--- config.mk ---
export PLATFORM = sky130hd
export DESIGN_NAME = lsl_pipe_shifter
export DESIGN_NICKNAME = d
export VERILOG_FILES = /design/src/rtl/lsl_pipe_shifter.sv
export SDC_FILE = /design/constraint.sdc
export NUM_CORES = 1
export LEC_CHECK = 0
export ABC_AREA = 1
export ABC_CLOCK_PERIOD_IN_PS = 1600
export CORE_MARGIN = 2
export CORE_UTILIZATION = 29
export CTS_CLUSTER_DIAMETER = 100
export DETAILED_ROUTE_END_ITERATION = 8
export PLACE_DENSITY = 0.53
export RECOVER_POWER = 25
export SYNTH_ARGS = -nofsm -noshare
export SYNTH_HDL_FRONTEND = slang
export SYNTH_SLANG_ARGS = --single-unit
--- constraint.sdc ---
create_clock -name clk -period 1.6 [get_ports clk]
set_input_delay 0.32 -clock clk [delete_from_list [all_inputs] [get_ports clk]]
set_output_delay 0.32 -clock clk [all_outputs]
set_load 0.02 [all_outputs]
--- src/rtl/lsl_pipe_shifter.sv ---
// Pipelined logical left barrel shifter with valid/ready flow control and
// unsigned/signed left-shift overflow detection. One log-stage per amount bit,
// each followed by a register; stage SHW-1 drives the outputs directly.
module lsl_pipe_shifter #(
  parameter int unsigned WIDTH = 64,
  parameter int unsigned SHW   = 6
) (
  input  logic             clk,
  input  logic             rst,
  input  logic             in_valid,
  output logic             in_ready,
  input  logic [WIDTH-1:0] in_data,
  input  logic [SHW-1:0]   in_amount,
  input  logic             in_signed,
  output logic             out_valid,
  input  logic             out_ready,
  output logic [WIDTH-1:0] out_data,
  output logic             out_ovf
);

  localparam int unsigned NST = SHW;

  // Per-stage advance enables and the valid bits they depend on.
  logic [NST-1:0] adv_c;
  logic [NST-1:0] valid_vec;

  for (genvar k = 0; k < NST; k++) begin : g_stage
    localparam int unsigned S  = 1 << k;
    localparam int unsigned AW = SHW - k;

    // Fields entering this stage (from the inputs or the previous stage).
    logic             v_in;
    logic [WIDTH-1:0] d_in;
    logic [AW-1:0]    a_in;
    logic             s_in;
    logic             sg_in;
    logic             o_in;

    // Results of this stage's shift step and overflow accumulation.
    logic [WIDTH-1:0] d_nxt;
    logic             o_nxt;
    logic             lost_u;
    logic             lost_s;

    // Registered stage state that reaches the next stage or the outputs.
    logic             valid_q;
    logic [WIDTH-1:0] data_q;
    logic             ovf_q;

    if (k == 0) begin : g_src
      assign v_in  = in_valid & in_ready;
      assign d_in  = in_data;
      assign a_in  = in_amount;
      assign s_in  = in_signed;
      assign sg_in = in_data[WIDTH-1];
      assign o_in  = 1'b0;
    end else begin : g_src
      assign v_in  = g_stage[k-1].valid_q;
      assign d_in  = g_stage[k-1].data_q;
      assign a_in  = g_stage[k-1].g_fwd.amt_q;
      assign s_in  = g_stage[k-1].g_fwd.signed_q;
      assign sg_in = g_stage[k-1].g_fwd.sign_q;
      assign o_in  = g_stage[k-1].ovf_q;
    end

    // Unsigned loses any set bit shifted out; signed also checks the new MSB.
    assign lost_u = |d_in[WIDTH-1 -: S];
    assign lost_s = (d_in[WIDTH-1 -: S+1] != {(S+1){sg_in}});
    assign d_nxt  = a_in[0] ? (d_in << S) : d_in;
    assign o_nxt  = o_in | (a_in[0] & (s_in ? lost_s : lost_u));

    assign valid_vec[k] = valid_q;
    assign adv_c[k]     = out_ready | ~(&valid_vec[NST-1:k]);

    // Stage register: load on advance, hold otherwise, clear on reset.
    always_ff @(posedge clk) begin
      if (rst) begin
        valid_q <= 1'b0;
        data_q  <= '0;
        ovf_q   <= 1'b0;
      end else if (adv_c[k]) begin
        valid_q <= v_in;
        data_q  <= d_nxt;
        ovf_q   <= o_nxt;
      end
    end

    // Fields only needed by later stages: remaining amount bits and sign mode.
    if (k < NST - 1) begin : g_fwd
      logic [AW-2:0] amt_q;
      logic          signed_q;
      logic          sign_q;

      // Forward the unconsumed amount bits and the overflow-rule context.
      always_ff @(posedge clk) begin
        if (rst) begin
          amt_q    <= '0;
          signed_q <= 1'b0;
          sign_q   <= 1'b0;
        end else if (adv_c[k]) begin
          amt_q    <= a_in[AW-1:1];
          signed_q <= s_in;
          sign_q   <= sg_in;
        end
      end
    end
  end

  assign in_ready  = adv_c[0];
  assign out_valid = g_stage[NST-1].valid_q;
  assign out_data  = g_stage[NST-1].data_q;
  assign out_ovf   = g_stage[NST-1].ovf_q;

endmodule

### Word-level counts from Yosys, hierarchy flattened

Index checks and enable logic that the tools add are counted.

| cells by class | value |
|---|---|
| bitwise logic cells | 24 |
| shift-type cells | 0 |
| divide/modulo/power cells | 0 |
| $lt $le $gt $ge | 0 |
| reduce and logical (&&, ||, !) cells | 10 |
| add/sub/neg operators | 0 |
| multiply operators | 0 |
| equality and inequality tests | 6 |
| mux-type cells | 12 |

Operator list:

| cell | count |
|---|---|
| $mux 64 | 6 |
| $ne 33x33->1 | 1 |
| $reduce_or 32->1 | 1 |
| $ne 17x17->1 | 1 |
| $reduce_or 16->1 | 1 |
| $or 1x1->1 | 11 |
| $ne 9x9->1 | 1 |
| $reduce_or 8->1 | 1 |
| $and 1x1->1 | 7 |
| $mux 1 | 6 |
| $not 1->1 | 6 |
| $reduce_and 6->1 | 1 |
| $ne 5x5->1 | 1 |
| $reduce_and 5->1 | 1 |
| $reduce_and 4->1 | 1 |
| $reduce_or 4->1 | 1 |
| $ne 3x3->1 | 1 |
| $reduce_and 3->1 | 1 |
| $reduce_and 2->1 | 1 |
| $reduce_or 2->1 | 1 |
| $ne 1x1->1 | 1 |

| word-level totals | value |
|---|---|
| bits in registers | 421 |
| bits in writable memories | 0 |
| input bits | 75 |
| memory bits (read-only) | 0 |
| word-level logic and storage cells | 85 |
| memories kept | 0 |
| bits in latches | 0 |
| output and inout port bits | 67 |

### Longest topological paths before layout

Gate-level depths: netlist (run 1).

| logic depth | value |
|---|---|
| word-level depth | 4 |
| gate-level depth with buffers | 11 |
| mapped depth without buffers | 10 |

### Least setup slack after synthesis (run 1)

No wires, ideal clock.

| timing | value |
|---|---|
| kind | register -> output |
| from | reg g_stage[5].valid_q (netlist: out_valid) |
| to | out in_ready |
| stages on the path, launching flop included | 8 |
| required time | 1280 ps |
| setup slack | -76 ps |
| data arrival time | 1356 ps |
| buffers on the path | 2 |
| cell sequence | dfxtp_1 -> nand2_2 -> nor2_4 -> nand2_2 -> nor2_4 -> nand3_1 -> buf_2 -> buf_2 |

| on the way | value |
|---|---|
| longest elaborated chain between the ends | 3 |

RTL lines:

| item | line | source |
|---|---|---|
| from (decl) | 46 | `logic valid_q;` |
| from (signal assigned) | 82 | `valid_q <= v_in;` |
| $reduce_and 6->1 | 73 | `assign adv_c[k] = out_ready \| ~(&valid_vec[NST-1:k]);` |
| $not 1->1 | 73 |  |
| $or 1x1->1 | 73 |  |
| to (decl) | 11 | `output logic in_ready,` |

Every way passes these cells.

### Worst setup path in the final report (run 1)

Ends and elaborated chain as after synthesis.

==> key figures, run 1 <==
Status
  • Status: complete, but fails checks
  • Failing checks: negative setup slack

Global route
  • GRT overflow: 0
  • First-pass GRT wire length: 88.48 mm
  • Total track usage: 17.40%
  • Antenna violations before repair: 0
  • Vias in the first global route: 15,750
  • Largest net degree at the start of global routing: 117

Die
  • Die H: 249.2 µm
  • DIE WIDTH: 249.2 µm
  • IO Pins: 142
  • Area of the die: 62,080 µm²
  • Initial Util: 29.42%
  • FP Rows: 89
  • Core Region: 59,240 µm²

Logic synthesis
  • Sequential area share after synthesis: 48.35%
  • Warnings, synthesis: 0
  • Async S/R FF share, synth: 0%
  • Syn_area_per_cell: 7.330 µm²
  • Count of cell types in the netlist: 26
  • Post-synth EDFFs: 0
  • Cell Area, Synth: 17,430 µm²
  • #FFs+latches synth: 421
  • Post-synth top flop: dfxtp_1
  • Syn_nets: 2,453
  • Gate Count Post-Synth: 2,378

Place
  • Gpl congestion: 0.8503
  • Post-DP HPWL: 37.17 mm
  • DP Cell Count: 3,155
  • PortBufs: 141

Power
  • PwrDens: 1064 nW/µm²
  • Maximum vdd drop: 0.6933 mV
  • LEAKAGE: 8.373 nW

STA
  • Max-slew violation count: 0
  • Worst-margin pin slew: 0.6357 ns
  • Final setup vio count: 256
  • FMAX: 512.9 MHz
  • Minimum clock period: 1.950 ns
  • RSZ-0062 raised after global routing: yes
  • Slew margin rel.: 57.62%
  • Setup Skew: 0.01803 ns
  • Hold Violations, Final: 0
  • Setup WS post-layout: -0.3497 ns
  • Tcrit/Tclk final: 121.9%

Worst hold path
  • Hold worst-path end: g_stage[3].data_q[5]
  • Hold Path Depth: 4
  • Hold Path Origin: rst
  • Hold crit path type: in2reg

Layout
  • Multi-input gate area: 8857 µm²
  • Nets: 2,552
  • Area grow syn2layout: 34.51%
  • # diodes: 0
  • Fillers: 6,103
  • Final core utilization: 39.58%
  • Share of layout cells above drive strength 1: 13.93%
  • Final std cells w/o fill: 3,285
  • FF/Latch Area: 8433 µm²

Setup path
  • Critical path data arrival time: 1.63 ns
  • Critical Path RT: 1.28 ns
  • Crit path launch type: register
  • Worst R2R Path Depth: 12
  • Critical path start-end classification: reg2out
  • CP max FO: 2
  • Worst R2R Setup Slack: -0.29 ns
  • R2R Path End: g_stage[0].data_q[55]
  • Critical Path Sink Type: output pin
  • FF-to-FF Start: out_valid

Clocking
  • Clock tree from TritonCTS: built
  • Root buf cell: clkbuf_16
  • Num CTS Buffers: 49
  • Clock transition at path regs: 0.06 ns
  • Clock Tree Buf Depth: 3
  • Clock Sinks: 421
  • Latest clock arrival within the worst-skew pair: 0.58 ns
  • CTS HTree Levels: 2

Routing
  • Routed vias: 17,100
  • Via-to-Cell Ratio: 5.204
  • Final WL: 57.39 mm
  • DRC: 0
  • Antenna Nets Post-Route: 0
  • Initial DRC Count: 1,466
  • Drt wl/cell: 17.47 µm
  • Initial DRT Pass Iterations: 6

Run
  • Max-Cap Viols: 0
## power by group
part,leakage (nW),internal [mW],total (mW),switching (mW)
Combinational,4.08,0.703,1.63,0.922
Clock,0.866,7.61,12.1,4.49
Sequential,3.43,10.8,11.2,0.384
## cell type report
| class | count | share of cell area [%] |
|---|---|---|
| multi-input cells | 1687 | 37.78 |
| flip-flops and latches | 421 | 35.97 |
| repair buffers | 259 | 13.66 |
| clock buffers | 67 | 6.030 |
| well taps | 773 | 4.125 |
| clock inverters | 19 | 1.457 |
| inverters | 59 | 0.9872 |
## worst max-delay path, cell delays in order, from the launching register on
cell and delay, ns:
dfxtp_2 0.34, nand2_4 0.06, nor2_4 0.16, nand2_2 0.10, nor2_4 0.14, nand3_4 0.10
buf_6 0.15
## per-layer routing
metal	GRT usage, %	wire (µm)	up-vias
met4	5.439	1478	0
met1	24.85	27250	8098
li1	-	-	8427
met2	27.08	25740	483
met3	2.309	2916	88
met5	0	0	-
## Yosys cell counts, types with 3 or more instances
cell | number | area share, %
o21ai_1 | 41 | 1.2
inv_2 | 3 | 0.065
a211oi_1 | 16 | 0.69
nor2_1 | 78 | 1.7
nor3_1 | 5 | 0.14
buf_2 | 45 | 1.3
a21oi_1 | 122 | 3.5
nand2_1 | 709 | 15
buf_1 | 11 | 0.24
nand3b_1 | 3 | 0.13
dfxtp_1 | 421 | 48
a31oi_1 | 301 | 11
nand3_1 | 46 | 1.3
clkbuf_1 | 154 | 3.3
o21ai_0 | 347 | 10
inv_1 | 54 | 1.2
nand4_1 | 7 | 0.25
## state kept, by name, indices dropped and copies added, names as in the netlist
name and flops:
g_stage.data_q 320, g_stage.g_fwd.signed_q 5, out_data 64, g_stage.ovf_q 5, g_stage.g_fwd.sign_q 5, g_stage.valid_q 5, g_stage.g_fwd.amt_q 15, out_valid 1
out_ovf 1
## placed cells by master, fill, tap and decap left out, types with 3 or more instances in the layout
master           instances
buf_2                    3
clkdlybuf4s15_1         32
nand2_1                708
dlygate4sd2_1           32
clkinv_2                 7
buf_6                    6
a31oi_2                  6
nand4_1                  7
o21ai_0                200
o21ai_1                 96
buf_12                  33
nor2_1                  78
clkbuf_8                12
dfxtp_2                  4
nor3_1                   5
clkbuf_16               62
a31oi_1                271
a21oi_2                  6
nand3b_1                 3
buf_16                  12
clkdlybuf4s50_1         72
a211oi_1                16
inv_6                    3
o21ai_4                 16
clkbuf_1                 6
nand3_1                 45
inv_1                   52
a31oi_4                 24
buf_4                   52
bufinv_16                9
dfxtp_1                417
a21oi_1                116
inv_2                    4
o21ai_2                 76
## stage by stage
| step | cell area (µm²) | TNS [ns] | total power [mW] | setup slack [ns] | hold slack, ns |
|---|---|---|---|---|---|
| 2_1_floorplan | 17430 | 0 | 12.17 | 0.01423 | 0.4302 |
| 3_3_place_gp | 19770 | -211.91 | 12.81 | -0.7039 | 0.4555 |
| 3_5_place_dp | 19770 | -207.87 | 12.83 | -0.6896 | 0.4561 |
| 4_1_cts | 22170 | -46.79 | 24.94 | -0.4385 | 0.1244 |
| 5_1_grt | 23450 | -55.14 | 25.84 | -0.4199 | 0.1734 |
| 6_report | 23450 | -33.07 | 24.95 | -0.3497 | 0.1366 |
## how the worst max path moves through the flow
stage,from,endpoint,slack [ns],cells after the start
2_1_floorplan,out_valid,in_ready,0.01,7
3_3_place_gp,out_ready,in_ready,-0.70,8
3_5_place_dp,out_ready,g_stage[1].data_q[6],-0.69,11
4_1_cts,out_valid,in_ready,-0.44,6
5_1_grt,out_valid,in_ready,-0.42,6
6_report,out_valid,in_ready,-0.35,6
## kinds of logic after synthesis
kind of cell	after synthesis	synth area share [%]
buf+inv	271	6.224
compound gates	829	26.22
xor+xnor	2	0.1005
simple gates	855	19.10
flops	421	48.35
## what timing repair did
item / in CTS / in global routing
setup endpoints to repair: 343 / 399
setup buffers: 5 / 16
gates resized for setup: 263 / 201
cloned: 13 / 14
pin swaps: 5 / 8
hold buffers: 0 / 0
Power figures use the tool's default switching activity.
==> run 2: changes to the inputs <==
--- a/config.mk
+++ b/config.mk
@@ -11,7 +11,7 @@
 export CORE_UTILIZATION = 29
 export CTS_CLUSTER_DIAMETER = 100
 export DETAILED_ROUTE_END_ITERATION = 8
-export PLACE_DENSITY = 0.53
+export GPL_TIMING_DRIVEN = 0
 export RECOVER_POWER = 25
 export SYNTH_ARGS = -nofsm -noshare
 export SYNTH_HDL_FRONTEND = slang
==> key figures, run 2 (synthesized netlist as in run 1, its figures left out) <==
Place
  • Post-DP HPWL: 44.34 mm (+19%)
  • Gpl congestion: 0.9250 (+8.8%)
  • DP Area: 19,800 µm² (+0.18%)
  • PortBufs: 140 (-0.71%)

Layout
  • Multi-input gate area: 8454 µm² (-4.5%)
  • Most flop-heavy register: g_stage.data_q
  • Area grow syn2layout: 27.52%
  • FF/Latch Area: 8432 µm² (about the same)
  • Final core utilization: 37.52% (-2.1 points)
  • Commonest non-fill, non-tap cell in the layout: nand2_1
  • # diodes: 0 (unchanged)
  • Fillers: 6,378 (+4.5%)
  • Share of layout cells above drive strength 1: 9.847% (-4.1 points)
  • Nets: 2,655 (+4.0%)
  • Commonest non-fill, non-tap cells in the layout: 709 x nand2_1, 420 x dfxtp_1, 289 x a31oi_1, 241 x o21ai_0, 142 x clkbuf_1
  • Max reg flops: 320 (unchanged)
  • Final instance area: 22,230 µm² (-5.2%)

Clocking
  • Num CTS Buffers: 47 (-4.1%)
  • Clock tree from TritonCTS: built
  • Clock Sinks: 421 (unchanged)
  • Clock transition at path regs: 0.06 ns (about the same)
  • Clock Tree Buf Depth: 3 (unchanged)
  • CTS HTree Levels: 2 (unchanged)
  • Latest clock arrival within the worst-skew pair: 0.61 ns (+0.03 ns)
  • Root buf cell: clkbuf_16

Power
  • PwrDens: 1045 nW/µm² (-1.8%)
  • Maximum vdd drop: 0.7295 mV (+5.2%)
  • LEAKAGE: 7.800 nW (-6.8%)

Die
  • Initial Util: 29.42% (unchanged)
  • FP Rows: 89 (unchanged)
  • IO Pins: 142 (unchanged)
  • Area of the die: 62,080 µm² (unchanged)
  • DIE WIDTH: 249.2 µm (unchanged)
  • Core Region: 59,240 µm² (unchanged)
  • Die H: 249.2 µm (unchanged)

Setup path
  • Critical path start-end classification: reg2out
  • Worst R2R Setup Slack: -0.33 ns (-0.04 ns)
  • CP max stage delay: 0.38 ns (+0.04 ns)
  • Worst path bufs/invs: 3 (+2)
  • CP max FO: 3 (+1)
  • Critical Path Sink Type: output pin
  • Top delay family on crit path: simple AND/OR/NAND/NOR gates
  • Critical Path Slowest Stage Cell: dfxtp_4
  • Critical path data arrival time: 1.91 ns (+0.28 ns)
  • Critical Path RT: 1.28 ns (about the same)
  • Crit path launch type: register
  • CP Cell Sequence: nand2_8 > nor2_4 > nand2_4 > nor2_4 > nand3_4 > buf_8 > buf_8 > buf_6

Global route
  • Vias in the first global route: 16,510 (+4.8%)
  • Largest net degree at the start of global routing: 14 (-88%)
  • Total track usage: 18.11% (+0.71 points)
  • Antenna violations before repair: 0 (unchanged)
  • First-pass GRT wire length: 90.81 mm (+2.6%)
  • GRT overflow: 0 (unchanged)

Run
  • Max-Cap Viols: 0 (unchanged)

STA
  • RSZ-0062 raised after global routing: yes
  • Final setup vio count: 249 (-2.7%)
  • FMAX: 448.4 MHz (-13%)
  • Hold Violations, Final: 0 (unchanged)
  • Setup WS post-layout: -0.6301 ns (-0.2804 ns)
  • Setup Skew: 0.02952 ns (+0.01149 ns)
  • Max-slew violation count: 0 (unchanged)
  • Minimum clock period: 2.230 ns (+0.2804 ns)
  • Worst-margin pin slew: 0.7937 ns (+0.1580 ns)
  • Slew margin rel.: 47.09% (-11 points)
  • Tcrit/Tclk final: 139.4% (+18 points)

Status
  • Status: complete, but fails checks
  • Failing checks: design-rule violations, negative setup slack

Routing
  • Via-to-Cell Ratio: 5.117 (-1.7%)
  • Highest routing layer actually used: met4
  • Antenna Nets Post-Route: 0 (unchanged)
  • Final WL: 58.98 mm (+2.8%)
  • Detail Route met2 WL: 26.33 mm (+2.3%)
  • Initial DRC Count: 1,383 (-5.7%)
  • Met3 wire len: 3.573 mm (+23%)
  • DRC: 1 (+1)
  • Routed vias: 17,310 (+1.3%)
  • Wl on met1: 27.70 mm (+1.7%)
  • Initial DRT Pass Iterations: 7 (+1)
  • Drt wl/cell: 17.43 µm (-0.21%)

Worst hold path
  • Hold crit path type: in2reg
run 2: what timing repair did:
action | in CTS | in global routing
cloned | 1 | 4
hold buffers | 0 | 0
resized for setup | 213 | 219
buffers inserted | 5 | 4
pin swaps | 4 | 7
endpoints found under the setup margin | 402 | 399
run 2: final timing paths:
check / start / end / depth (start not counted)
worst max register to register: out_valid / g_stage[1].data_q[33] / 11
worst min register to register: out_data[19] / out_data[19] / 2
worst max-delay path: out_valid / in_ready / 8
worst min-delay path: in_amount[5] / g_stage[0].g_fwd.amt_q[4] / 3
run 2: report_power, final:
group | switching, mW | leakage, nW | internal (mW) | total [mW]
clock | 4.52 | 0.719 | 5.95 | 10.5
sequential | 0.380 | 3.43 | 10.8 | 11.2
combinational | 0.909 | 3.65 | 0.647 | 1.56
run 2: tightest hold or removal path, cell delays in order:
cell and delay [ns]:
clkdlybuf4s50_1 0.39, inv_1 0.06, a21oi_1 0.06
run 2: metrics by stage:
stage / setup TNS [ns] / setup slack (ns) / power, mW / cells / hold slack [ns]
after floorplan: 0 / 0.01423 / 12.17 / 2378 / 0.4302
after global placement: -260.36 / -1.389 / 12.84 / 3291 / 0.4393
after detailed placement: -273.05 / -1.413 / 12.85 / 3291 / 0.4515
after CTS: -30.50 / -0.6673 / 23.20 / 3375 / 0.2666
after global routing: -67.34 / -0.6849 / 23.96 / 3383 / 0.2893
final: -43.40 / -0.6301 / 23.23 / 3383 / 0.2787
run 2: area by class of cell:
class                      count  share of cell area (%)
clock inverter                14                  0.6755
sequential                   421                   37.93
buffer                       211                   5.027
tap                          773                   4.351
clock buffer                  65                   5.956
timing repair buffer         154                   6.997
multi-input combinational   1686                   38.04
inverter                      59                   1.024
run 2: layer usage:
metal | GRT usage (%) | vias to the layer above
met5 | 0 | -
li1 | - | 8631
met1 | 25.03 | 8079
met4 | 5.818 | 0
met2 | 28.88 | 512
met3 | 2.738 | 90
==> run 3: changes to the inputs <==
--- a/config.mk
+++ b/config.mk
@@ -11,7 +11,6 @@
 export CORE_UTILIZATION = 29
 export CTS_CLUSTER_DIAMETER = 100
 export DETAILED_ROUTE_END_ITERATION = 8
-export GPL_TIMING_DRIVEN = 0
 export RECOVER_POWER = 25
 export SYNTH_ARGS = -nofsm -noshare
 export SYNTH_HDL_FRONTEND = slang
==> key figures, run 3 (synthesized netlist as in run 1, its figures left out) <==
Setup path
  • Critical path data arrival time: 1.65 ns (-0.26 ns)
  • R2R Path End: g_stage[1].data_q[63]
  • FF-to-FF Start: g_stage[4].valid_q
  • Critical path start-end classification: reg2out
  • CP max stage delay: 0.34 ns (-0.04 ns)
  • Critical Path Sink Type: output pin
  • Crit path launch: g_stage[4].valid_q
  • CP max FO: 2 (-1)
  • Crit path launch type: register
  • Critical Path Slowest Stage Cell: dfxtp_2
  • Worst R2R Setup Slack: -0.37 ns (-0.04 ns)
  • Critical Path Stages: 6 (-2)
  • Worst R2R Path Depth: 12 (+1)
  • CP dominant cell by count: nor2_4
  • Critical Path RT: 1.28 ns (about the same)
  • Top delay family on crit path: simple AND/OR/NAND/NOR gates
  • Worst path bufs/invs: 2 (-1)
  • Critical Path End: in_ready
  • CP Cell Sequence: inv_2 > nor2_4 > nand2_2 > nor2_4 > nand3_4 > buf_6

Layout
  • Final core utilization: 39.48% (+2.0 points)
  • Commonest non-fill, non-tap cell in the layout: nand2_1
  • Fillers: 6,022 (-5.6%)
  • Max reg flops: 320 (unchanged)
  • Nets: 2,570 (-3.2%)
  • Most flop-heavy register: g_stage.data_q
  • Area grow syn2layout: 34.17%
  • # diodes: 0 (unchanged)
  • FF/Latch Area: 8432 µm² (unchanged)
  • Commonest non-fill, non-tap cells in the layout: 708 x nand2_1, 418 x dfxtp_1, 279 x a31oi_1, 201 x o21ai_0, 115 x a21oi_1
  • Multi-input gate area: 8848 µm² (+4.7%)
  • Share of layout cells above drive strength 1: 16.55% (+6.7 points)

Power
  • Sequential share of power: 47.8% (-0.4 points)
  • Psw: 5.723 mW (-1.5%)
  • Maximum vdd drop: 0.7019 mV (-3.8%)
  • Internal: 17.72 mW (+1.7%)
  • PwrDens: 1002 nW/µm² (-4.1%)
  • Clk pwr share: 45.3% (+0.2 points)
  • Sw frac: 24.42% (-0.59 points)
  • LEAKAGE: 8.336 nW (+6.9%)
  • Logic gate share of total power: 6.9% (+0.2 points)

Global route
  • GRT overflow: 0 (unchanged)
  • Antenna violations before repair: 0 (unchanged)
  • Vias in the first global route: 15,760 (-4.5%)
  • Total track usage: 16.89% (-1.2 points)
  • Largest net degree at the start of global routing: 101 (+87)
  • First-pass GRT wire length: 86.71 mm (-4.5%)

STA
  • FMAX: 506.6 MHz (+13%)
  • RSZ-0062 raised after global routing: yes
  • Tcrit/Tclk final: 123.4% (-16 points)
  • Setup Skew: 0.02284 ns (-0.006681 ns)
  • Final setup vio count: 268 (+7.6%)
  • Worst-margin pin slew: 0.6390 ns (-0.1546 ns)
  • Setup WS post-layout: -0.3738 ns (+0.2563 ns)
  • Max-slew violation count: 0 (unchanged)
  • Hold Violations, Final: 0 (unchanged)
  • Minimum clock period: 1.974 ns (-0.2563 ns)
  • Slew margin rel.: 57.40% (+10 points)
  • Total negative slack: -49.59 ns (-6.195 ns)

Die
  • Core Region: 59,240 µm² (unchanged)
  • Area of the die: 62,080 µm² (unchanged)
  • DIE WIDTH: 249.2 µm (unchanged)
  • Initial Util: 29.42% (unchanged)
  • IO Pins: 142 (unchanged)
  • Die H: 249.2 µm (unchanged)
  • FP Rows: 89 (unchanged)

Routing
  • Antenna Nets Post-Route: 0 (unchanged)
  • Initial DRT Pass Iterations: 7 (unchanged)
  • Routed vias: 17,230 (-0.47%)
  • DRC: 0 (-1)
  • Initial DRC Count: 1,413 (+2.2%)
  • Drt wl/cell: 17.44 µm (about the same)
  • Via-to-Cell Ratio: 5.225 (+2.1%)
  • Final WL: 57.51 mm (-2.5%)

Clocking
  • Root buf cell: clkbuf_16
  • Clock tree from TritonCTS: built
  • Clock Sinks: 421 (unchanged)
  • Clock transition at path regs: 0.06 ns (about the same)
  • CTS HTree Levels: 2 (unchanged)
  • Clock Tree Buf Depth: 3 (unchanged)
  • Num CTS Buffers: 46 (-2.1%)
  • Latest clock arrival within the worst-skew pair: 0.59 ns (-0.02 ns)

Status
  • Status: complete, but fails checks
  • Failing checks: negative setup slack

Run
  • Max-Cap Viols: 0 (unchanged)

Place
  • Gpl congestion: 0.8899 (-3.8%)
  • Post-DP HPWL: 36.45 mm (-18%)
  • PortBufs: 141 (+0.71%)

Worst hold path
  • Hold crit path type: in2reg
## run 3: metrics by stage
stage / instance area (µm²) / setup slack, ns / power (mW) / hold WS, ns / instances
2_1_floorplan: 17430 / 0.01423 / 12.17 / 0.4302 / 2378
3_3_place_gp: 19870 / -0.5369 / 12.79 / 0.4554 / 3163
3_5_place_dp: 19870 / -0.5705 / 12.82 / 0.4574 / 3163
4_1_cts: 21900 / -0.4398 / 23.38 / 0.1210 / 3257
5_1_grt: 23390 / -0.4799 / 24.31 / 0.1583 / 3298
6_report: 23390 / -0.3738 / 23.44 / 0.1468 / 3298
## run 3: layout make-up
class / instances / share of cell area [%]
Tap cell: 773 / 4.136
Inverter: 59 / 1.038
Clock buffer: 62 / 5.741
Timing Repair Buffer: 279 / 14.54
Clock inverter: 16 / 0.6527
Sequential cell: 421 / 36.05
Multi-Input combinational cell: 1688 / 37.84
## run 3: layer usage
| metal | vias to the layer above | track usage (%) | share of wire [%] |
|---|---|---|---|
| li1 | 8445 | - | - |
| met1 | 8176 | 24.95 | 47 |
| met2 | 532 | 25.28 | 45 |
| met3 | 78 | 2.612 | 5.9 |
| met4 | 0 | 4.647 | 2.0 |
| met5 | - | 0 | 0 |
## run 3: worst min path at each step
stage                        from                     to  slack [ns]  depth (start not counted)
2_1_floorplan  g_stage[0].valid_q     g_stage[1].valid_q        0.43                          2
4_1_cts                       rst  g_stage[4].data_q[19]        0.12                          4
6_report                      rst  g_stage[4].data_q[19]        0.15                          4
5_1_grt                       rst  g_stage[4].data_q[19]        0.16                          4
3_5_place_dp         out_data[22]           out_data[22]        0.46                          2
3_3_place_gp     g_stage[0].ovf_q       g_stage[1].ovf_q        0.46                          2
## run 3: power by group through the flow
stage	Combinational, mW	Clock (mW)	Sequential [mW]
4_1_cts	1.46	10.7	11.2
3_5_place_dp	1.43	0	11.4
2_1_floorplan	0.914	0	11.3
6_report	1.61	10.6	11.2
5_1_grt	1.80	11.3	11.3
3_3_place_gp	1.41	0	11.4
## run 3: worst register-to-register path: cells and delay by family, from the launching register on
kind            cells  cell delay (ns)
simple gates        4             0.48
buf+inv             6             0.74
flops               1             0.34
compound gates      2             0.27
## run 3: repair_timing
item / in CTS / in global routing
resized for setup: 234 / 315
setup endpoints to repair: 345 / 351
gates cloned: 8 / 28
pin swaps: 5 / 11
setup buffers: 11 / 15
hold buffers: 0 / 0
